$ cat config.mk
export PLATFORM = sky130hd
export DESIGN_NAME = mem_port_arbiter
export DESIGN_NICKNAME = d
export VERILOG_FILES = /design/src/rtl/mem_port_arbiter.sv
export SDC_FILE = /design/constraint.sdc
export NUM_CORES = 1
export LEC_CHECK = 0
export ABC_AREA = 0
export CORE_AREA = 3 3 106 108
export DETAILED_ROUTE_END_ITERATION = 10
export DIE_AREA = 0 0 109 111
export PLACE_DENSITY = 0.66
export SKIP_CTS_REPAIR_TIMING = 1
export SYNTH_ARGS = -nofsm -noshare
export SYNTH_HDL_FRONTEND = slang
export SYNTH_SLANG_ARGS = --single-unit
$ cat constraint.sdc
create_clock -name i_clk -period 2.5 [get_ports i_clk]
set_input_delay 0.375 -clock i_clk [delete_from_list [all_inputs] [get_ports i_clk]]
set_output_delay 0.375 -clock i_clk [all_outputs]
set_load 0.05 [all_outputs]
$ cat src/rtl/mem_port_arbiter.sv
// Two-port arbiter for a single-ported unified instruction/data memory.
// Load/store wins over fetch, except that fetch is forced through after
// MAX_LS_RUN back-to-back load/store grants. Each access runs a fixed-latency
// sequence, and only one access is outstanding at a time.
module mem_port_arbiter #(
    parameter int MEM_LAT    = 2,   // grant cycle to read-data-valid, 1..7
    parameter int MAX_LS_RUN = 4    // consecutive LS grants while IF waits, 1..15
) (
    input  logic        i_clk,
    input  logic        i_reset,

    input  logic        i_if_req,
    input  logic [31:0] i_if_addr,
    output logic        o_if_gnt,
    output logic        o_if_rvalid,
    output logic [31:0] o_if_rdata,

    input  logic        i_ls_req,
    input  logic        i_ls_wren,
    input  logic [31:0] i_ls_addr,
    input  logic [31:0] i_ls_wdata,
    input  logic [3:0]  i_ls_bmask,
    output logic        o_ls_gnt,
    output logic        o_ls_rvalid,
    output logic [31:0] o_ls_rdata,

    output logic        o_mem_req,
    output logic        o_mem_wren,
    output logic [31:0] o_mem_addr,
    output logic [31:0] o_mem_wdata,
    output logic [3:0]  o_mem_bmask,
    input  logic [31:0] i_mem_rdata,

    output logic        o_busy
);

    typedef enum logic [1:0] {
        ST_IDLE    = 2'd0,
        ST_IF_WAIT = 2'd1,
        ST_LS_WAIT = 2'd2
    } state_t;

    localparam logic [2:0] LAT_LAST = 3'(MEM_LAT);
    localparam logic [3:0] RUN_MAX  = 4'(MAX_LS_RUN);

    state_t      state_q,   state_d;
    logic [2:0]  lat_cnt_q, lat_cnt_d;
    logic [3:0]  run_cnt_q, run_cnt_d;
    logic        ls_wren_q, ls_wren_d;   // remembers whether the LS access is a store

    logic        ls_win;
    logic        if_win;
    logic        done;

    // Arbitration decision and end-of-access detection.
    always_comb begin
        ls_win = 1'b0;
        if_win = 1'b0;
        done   = 1'b0;
        if (state_q == ST_IDLE) begin
            ls_win = i_ls_req && !(i_if_req && (run_cnt_q == RUN_MAX));
            if_win = i_if_req && !ls_win;
        end else begin
            done = (lat_cnt_q == LAT_LAST);
        end
    end

    // Next-state, latency counter and starvation counter.
    always_comb begin
        state_d   = state_q;
        lat_cnt_d = lat_cnt_q;
        run_cnt_d = run_cnt_q;
        ls_wren_d = ls_wren_q;

        case (state_q)
            ST_IDLE: begin
                if (ls_win) begin
                    state_d   = ST_LS_WAIT;
                    lat_cnt_d = 3'd1;
                    ls_wren_d = i_ls_wren;
                end else if (if_win) begin
                    state_d   = ST_IF_WAIT;
                    lat_cnt_d = 3'd1;
                end
            end
            ST_IF_WAIT, ST_LS_WAIT: begin
                if (done) begin
                    state_d   = ST_IDLE;
                    lat_cnt_d = 3'd0;
                end else begin
                    lat_cnt_d = lat_cnt_q + 3'd1;
                end
            end
            default: begin
                state_d   = ST_IDLE;
                lat_cnt_d = 3'd0;
            end
        endcase

        // The run only counts while fetch is actually waiting.
        if (!i_if_req || if_win) begin
            run_cnt_d = 4'd0;
        end else if (ls_win && (run_cnt_q < RUN_MAX)) begin
            run_cnt_d = run_cnt_q + 4'd1;
        end
    end

    // State registers; reset drops any outstanding access.
    always_ff @(posedge i_clk) begin
        if (i_reset) begin
            state_q   <= ST_IDLE;
            lat_cnt_q <= 3'd0;
            run_cnt_q <= 4'd0;
            ls_wren_q <= 1'b0;
        end else begin
            state_q   <= state_d;
            lat_cnt_q <= lat_cnt_d;
            run_cnt_q <= run_cnt_d;
            ls_wren_q <= ls_wren_d;
        end
    end

    // Requester handshakes and memory bus; a cycle whose edge resets shows nothing.
    always_comb begin
        o_if_gnt    = 1'b0;
        o_if_rvalid = 1'b0;
        o_if_rdata  = 32'd0;
        o_ls_gnt    = 1'b0;
        o_ls_rvalid = 1'b0;
        o_ls_rdata  = 32'd0;
        o_mem_req   = 1'b0;
        o_mem_wren  = 1'b0;
        o_mem_addr  = 32'd0;
        o_mem_wdata = 32'd0;
        o_mem_bmask = 4'd0;

        if (!i_reset) begin
            if (ls_win) begin
                o_ls_gnt    = 1'b1;
                o_mem_req   = 1'b1;
                o_mem_wren  = i_ls_wren;
                o_mem_addr  = i_ls_addr;
                o_mem_wdata = i_ls_wdata;
                o_mem_bmask = i_ls_bmask;
            end else if (if_win) begin
                o_if_gnt    = 1'b1;
                o_mem_req   = 1'b1;
                o_mem_addr  = i_if_addr;
                o_mem_bmask = 4'hF;
            end

            if (done && (state_q == ST_IF_WAIT)) begin
                o_if_rvalid = 1'b1;
                o_if_rdata  = i_mem_rdata;
            end
            if (done && (state_q == ST_LS_WAIT)) begin
                o_ls_rvalid = 1'b1;
                o_ls_rdata  = ls_wren_q ? 32'd0 : i_mem_rdata;
            end
        end
    end

    assign o_busy = (state_q != ST_IDLE);

endmodule

# ---- Word-level counts from Yosys, hierarchy flattened
# Cells that the tools add are included.
dict set report op_classes {
  n_eq_ne 6
  muxes 37
  add_sub_neg 2
  n_reduce_logical 16
  n_lt_le_gt_ge 1
}
# op n
set ops {}
lappend ops {{$mux W32} 10}
lappend ops {{$mux W1} 16}
lappend ops {{$mux W4} 3}
lappend ops {{$mux W3} 3}
lappend ops {{$logic_and A1 B1 Y1} 6}
lappend ops {{$mux W2} 3}
lappend ops {{$pmux W3 S2} 1}
lappend ops {{$add A4 B1 Y4 const B} 1}
lappend ops {{$eq A4 B3 Y1 const B} 1}
lappend ops {{$lt A4 B3 Y1 const B} 1}
lappend ops {{$pmux W2 S2} 1}
lappend ops {{$reduce_and A2 Y1} 2}
lappend ops {{$reduce_or A2 Y1} 2}
lappend ops {{$add A3 B1 Y3 const B} 1}
lappend ops {{$eq A3 B2 Y1 const B} 1}
lappend ops {{$logic_not A1 Y1} 3}
lappend ops {{$ne A3 B3 Y1 const B} 1}
lappend ops {{$eq A2 B1 Y1 const B} 1}
lappend ops {{$eq A2 B2 Y1 const B} 1}
lappend ops {{$logic_not A2 Y1} 1}
lappend ops {{$ne A2 B2 Y1 const B} 1}
lappend ops {{$reduce_bool A2 Y1} 1}
lappend ops {{$logic_or A1 B1 Y1} 1}
dict set report word_totals {
  elab_cells 66
  regBits 10
  input_bits 137
  output_inout_bits 139
}

# ---- Longest topological paths before layout
# Gate-level depths: netlist (run 1).
dict set report logic_depth {
  ltp_word 10
  mapped_depth 9
}

# ---- Worst setup path before layout (run 1)
# Ideal clock, no wire load.
dict set report synth_path {
  path_type {reg2out}
  startpoint {register state_q[0]}
  endpoint {output o_if_rdata[20]}
  path_stages_with_launch 9
  required_ns 2.125
  path_slack_ns -0.041
  arrival_ns 2.166
  cell_sequence {dfxtp_1 > inv_1 > ha_1 > buf_2 > inv_2 > nand2b_4 > nor3b_2 > buf_2 > and2_1}
}
dict set report synth_via {
  elab_chain_len 5
}
# element line
set synth_rtl {}
lappend synth_rtl {{from (decl)} 46} ;# state_t state_q, state_d;
lappend synth_rtl {{from (signal assigned)} 116} ;# state_q <= state_d;
lappend synth_rtl {{$logic_not A2 Y1} 60} ;# if (state_q == ST_IDLE) begin
lappend synth_rtl {{$mux W1} 60}
lappend synth_rtl {{$logic_and A1 B1 Y1 (*)} 152} ;# if (done && (state_q == ST_IF_WAIT)) begin
lappend synth_rtl {{$mux W32 (*)} 152}
lappend synth_rtl {{$mux W32 (*)} 137} ;# if (!i_reset) begin
lappend synth_rtl {{to (decl)} 16} ;# output logic [31:0] o_if_rdata,
# Every way passes the cells marked *; elsewhere a longest branch is shown, timed or not.

# ---- Worst setup path in the final report (run 1)
dict set report layout_path {
  startpoint {input i_if_req}
  endpoint {output o_mem_addr[0]}
}
dict set report layout_via {
  elab_chain_len 9
}
# element line
set layout_rtl {}
lappend layout_rtl {{from (decl)} 12} ;# input logic i_if_req,
lappend layout_rtl {{$logic_and A1 B1 Y1} 61} ;# ls_win = i_ls_req && !(i_if_req && (run_cnt_q == RUN_MAX));
lappend layout_rtl {{$logic_not A1 Y1} 61}
lappend layout_rtl {{$logic_and A1 B1 Y1} 61}
lappend layout_rtl {{$logic_not A1 Y1} 62} ;# if_win = i_if_req && !ls_win;
lappend layout_rtl {{$logic_and A1 B1 Y1} 62}
lappend layout_rtl {{$mux W1} 60}
lappend layout_rtl {{$mux W32} 145} ;# end else if (if_win) begin
lappend layout_rtl {{$mux W32 (*)} 138} ;# if (ls_win) begin
lappend layout_rtl {{$mux W32 (*)} 137}
lappend layout_rtl {{to (decl)} 29} ;# output logic [31:0] o_mem_addr,
# Marked as above.

==> impl_metrics.toml, run 1 <==
[yosys]
synth_seq_cells = 10
yosys_warnings = 0
synth-edff-count = 0
syn_area_mm2 = 0.00181
syn_area_per_cell_um2 = 6.65
synthCells = 272
synth_top_area_cell = "and2_1"
synthTopCellsByArea = "and2_1 22%, a22oi_1 13%, and3_1 11%"
synth-async-reset-ratio_pct = 0
ys_seq_area_share_pct = 11.1
synth_top_area_share_pct = 22.5
synthesis.nets = 417
ys_types = 34
synth-main-ff-cell = "dfxtp_1"

[sta]
slew_violations = 0
finalClockSkew_ns = 0.00644
rsz0062_at_grt = "false"
period_needed_ns = 2.39
fin_hold_ws_ns = 0.477
fin_crit_sh_pct = 95.7
max_freq_mhz = 418
relSlewSlack_pct = 65.2
timing.final.ws_setup_ns = 0.107
setup_violations = 0
final_hold_viol_count = 0
tightest_slew_ns = 0.520

[setup_path]
path_delay_family = "buffers and inverters"
crit_top_cell = "buf_12"
crit_buf_inv = 3
startpoint_type = "input pin"
path_cells = "clkdlybuf4s50_1, nand4b_1, nor2b_4, buf_12, a22oi_1, nor2_1, buf_12"
criticalPathCategory = "input pin to output pin"
end_kind = "output pin"
arrival_ns = 2.02
cp_slowest_cell = "clkdlybuf4s50_1"
critPathMaxFanout = 39
worstPathRequired_ns = 2.12
critical_path.max_stage_delay_ns = 0.50

[hold_path]
min_path_type = "register to register"

[clock_network]
htreeDepth = 1
insertion_delay_ns = 0.23
cts.sinks = 10
cts_buffer_depth = 2
cts_tree = "yes"
clock_tree.root_cell = "clkbuf_8"
cts_buffers = 3
cts.clk_slew.worst_paths_ns = 0.04

[placement]
place_hpwl_um = 9950
place.gp.congestion = 0.827
placed_cells = 665
dp_slack_ns = 0.0991
port_buffers = 275

[grt]
grt-ovfl-total = 0
antenna_found_initial = 0
grt_use_total_pct = 17.7
grt_first_pass_wirelength_um = 17000
grt_pass1_vias = 3111
grt_max_degree = 40

[floorplan]
dieArea_mm2 = 0.0121
pin_count = 276
die_x_um = 109
std_cell_rows = 37
initial_core_util_pct = 17.5
core_mm2 = 0.0103
dieHeight_um = 111

[detailed_routing]
first_pass_iters = 7
wire_per_inst_um = 17.2
drc_errors = 0
vias_per_cell = 4.51
vias = 3016
drtIter0Drc = 81
wl_um = 11500
ant_nets = 0

[final_layout]
drive_above_1_share_pct = 32.1
final_cell_mix = "140 x buf_12, 136 x clkdlybuf4s50_1, 56 x and2_1, 45 x nor2_1, 33 x and3_1"
areaGrowthSynthToFinish_pct = 240
antenna-diode-count = 0
layout.cells.non_filler = 668
final_common_cell = "buf_12"
nNetsFinal = 679

[power_and_ir_drop]
swShare_pct = 46.9
power.density_mw_per_mm2 = 347
pwr-share-seq_pct = 9.3
intPower_mw = 1.13
leakage_nw = 2.56
combPwrFrac_pct = 83.2
ir_drop_mv = 0.209
clkPwrFrac_pct = 7.5
p_sw_mw = 0.999

[flow_run]
maxCapViolCount = 0

[outcome]
outcome = "completed"
## final cells by class
type	count	area, µm²
inverters	8	30.0
multi-input cells	227	1470
flip-flops and latches	10	200
fillers	845	4180
repair buffers	284	4230
well taps	136	170
clock buffers	3	41.3
## path summary, 6_finish.rpt
| kind | start | end | slack (ns) | cells past startpoint |
|---|---|---|---|---|
| worst min register to register | lat_cnt_q[1] | lat_cnt_q[1] | 0.48 | 2 |
| worst max-delay path | i_if_req | o_mem_addr[0] | 0.11 | 7 |
| worst max register to register | state_q[0] | ls_wren_q | 0.84 | 7 |
| worst min-delay path | lat_cnt_q[1] | lat_cnt_q[1] | 0.48 | 2 |
## tightest hold or removal path: stages, from the launching register on
cell and delay [ns]:
dfxtp_1 0.32, nand2_1 0.06, a21oi_1 0.05
## cells by family after synthesis
| logic type | count (synthesis) | synth area share, % |
|---|---|---|
| simple gates | 166 | 52.6 |
| fa+ha+maj | 8 | 5.54 |
| buf+inv | 35 | 9.20 |
| xor+xnor | 1 | 0.485 |
| flops | 10 | 11.1 |
| mux | 1 | 0.554 |
| compound gates | 51 | 20.6 |
## Yosys cell counts, types with 3 or more instances
library cell	instances
inv_1	6
buf_6	3
dfxtp_1	10
a22oi_1	32
buf_2	10
a21oi_1	11
and2_1	65
ha_1	8
nand2_1	7
clkbuf_1	14
nor2_1	45
and3_1	33
## flip-flops by register name (all words and copies together), names as in the netlist
register,flops
run_cnt_q,4
lat_cnt_q,3
state_q,2
ls_wren_q,1
## power groups by stage
stage	sequential, mW	clock [mW]	combinational (mW)
after CTS	0.198	0.165	1.75
after global routing	0.200	0.176	1.85
after global placement	0.198	0	1.72
after floorplan	0.195	0	0.874
final	0.197	0.161	1.77
after detailed placement	0.201	0	1.75
## stage by stage
| step | area, µm² | utilization (%) | setup TNS, ns | total power, mW |
|---|---|---|---|---|
| detailed placement | 6080 | 58.9 | 0 | 1.95 |
| global route | 6140 | 59.5 | 0 | 2.23 |
| CTS | 6120 | 59.3 | -0.564 | 2.12 |
| finish | 6140 | 59.5 | 0 | 2.13 |
| floorplan | 1820 | - | 0 | 1.07 |
| global placement | 6080 | 58.9 | 0 | 1.92 |
## layer usage
layer	part of all wire, %	up-vias	track usage, %
met5	0	-	0
met4	1.3	0	3.03
met3	11	10	4.78
li1	-	1451	-
met1	32	1369	17.8
met2	55	186	35.3
(Power assumes the default switching activity.)
==> run 2: changes to the inputs <==
--- a/config.mk
+++ b/config.mk
@@ -6,10 +6,10 @@
 export NUM_CORES = 1
 export LEC_CHECK = 0
 export ABC_AREA = 0
-export CORE_AREA = 3 3 106 108
+export CORE_AREA = 2 2 108 110
 export DETAILED_ROUTE_END_ITERATION = 10
-export DIE_AREA = 0 0 109 111
-export PLACE_DENSITY = 0.66
+export DIE_AREA = 0 0 110 112
+export PLACE_DENSITY = 0.63
 export SKIP_CTS_REPAIR_TIMING = 1
 export SYNTH_ARGS = -nofsm -noshare
 export SYNTH_HDL_FRONTEND = slang
==> impl_metrics.toml, run 2 (same netlist as run 1, synthesis figures left out) <==
[outcome]
outcome = "completed"

[floorplan]
std_cell_rows = 39
dieArea_mm2 = 0.0123
initial_core_util_pct = 16.2
die_x_um = 110
core_mm2 = 0.0112
pin_count = 276
dieHeight_um = 112

[flow_run]
maxCapViolCount = 0

[final_layout]
final_cell_mix = "140 x buf_12, 135 x clkdlybuf4s50_1, 53 x and2_1, 41 x nor2_1, 33 x and3_1"
antenna-diode-count = 0
final_common_cell = "buf_12"
num-fill-cells = 938
nNetsFinal = 685
largest_reg_flops = 4
reg_top3 = "run_cnt_q: 4 flops, lat_cnt_q: 3 flops, state_q: 2 flops"
top_register = "run_cnt_q"
final_cell_area_mm2 = 0.00627
areaGrowthSynthToFinish_pct = 247
drive_above_1_share_pct = 34.7

[detailed_routing]
drtIter0Drc = 164
drc_errors = 0
first_pass_iters = 4
vias = 3025
ant_nets = 0
wire_per_inst_um = 16.6
vias_per_cell = 4.44
wl_um = 11300

[sta]
period_needed_ns = 2.39
max_freq_mhz = 418
final_hold_viol_count = 0
setup_violations = 0
tightest_slew_ns = 0.458
final.setup.tns_ns = 0
finalClockSkew_ns = 0.00173
relSlewSlack_pct = 69.5
slew_violations = 0
rsz0062_at_grt = "false"
fin_crit_sh_pct = 95.6

[setup_path]
worstPathRequired_ns = 2.12
startpoint_type = "input pin"
crit_buf_inv = 3
crit_top_cell = "buf_12"
arrival_ns = 2.02
critical_path.max_stage_delay_ns = 0.48
path_delay_family = "buffers and inverters"
path_cells = "clkdlybuf4s50_1, nand4b_1, nor2b_4, buf_12, a22oi_1, nor2_1, buf_12"
critPathMaxFanout = 35
end_kind = "output pin"
criticalPathCategory = "input pin to output pin"
cp_slowest_cell = "clkdlybuf4s50_1"

[power_and_ir_drop]
power.density_mw_per_mm2 = 364
ir_drop_mv = 0.211
leakage_nw = 2.62

[grt]
grt_pass1_vias = 3000
grt_first_pass_wirelength_um = 16100
antenna_found_initial = 1
grt_use_total_pct = 16.7
gr-usage-met2_pct = 33.0
grt_max_degree = 70
top_usage_layer = "met2"
grt-ovfl-total = 0
met1_usage_pct = 17.3
grt_use_met3_pct = 3.81

[clock_network]
cts.clk_slew.worst_paths_ns = 0.04
htreeDepth = 1
insertion_delay_ns = 0.24
cts_buffers = 3
cts.sinks = 10
cts_buffer_depth = 2
cts_tree = "yes"
clock_tree.root_cell = "clkbuf_16"

[placement]
place_hpwl_um = 9430
port_buffers = 275
placed_area_mm2 = 0.00610
place.gp.congestion = 0.829

[hold_path]
min_path_type = "register to register"
[run 2: layout make-up]
type / count / area [µm²] / area share, %
timing repair buffer: 290 / 4290 / 68.4
sequential: 10 / 201 / 3.21
inverter: 8 / 30.0 / 0.479
multi-input combinational: 227 / 1480 / 23.6
clock buffer: 4 / 88.8 / 1.42
tap: 143 / 179 / 2.85
[run 2: path summary, 6_finish.rpt]
path	slack (ns)	depth (start not counted)	from	to
hold / removal	0.48	2	lat_cnt_q[2]	lat_cnt_q[2]
hold reg to reg	0.48	2	lat_cnt_q[2]	lat_cnt_q[2]
setup reg to reg	0.78	7	state_q[0]	lat_cnt_q[2]
setup / recovery	0.11	7	i_if_req	o_mem_addr[26]
[run 2: worst reg2reg max path: cells and delay by family, from the launching register on]
| kind | cells | cell delay [ns] |
|---|---|---|
| fa+ha+maj | 1 | 0.24 |
| simple gates | 2 | 0.47 |
| buf+inv | 2 | 0.26 |
| compound gates | 2 | 0.29 |
| flops | 1 | 0.33 |
[run 2: where the power goes]
group | switching (mW) | internal (mW)
Clock | 0.0741 | 0.240
Combinational | 0.920 | 0.847
Sequential | 0.0185 | 0.181
Total | 1.01 | 1.27
[run 2: metrics by stage]
step	utilization (%)	worst slack, ns	hold WS (ns)	std cells	power (mW)
floorplan	-	0.0792	0.452	272	1.07
global placement	54.6	0.178	0.464	673	1.92
detailed placement	54.6	0.112	0.476	673	1.94
CTS	55.4	0.0295	0.481	677	2.27
global route	56.1	0.00344	0.515	682	2.39
finish	56.1	0.109	0.483	682	2.28
[run 2: metal layers]
layer  wire [µm]  up-vias
met1        3730     1369
met5          13        -
met4         148        2
met3        1140       13
li1            -     1464
met2        6280      177
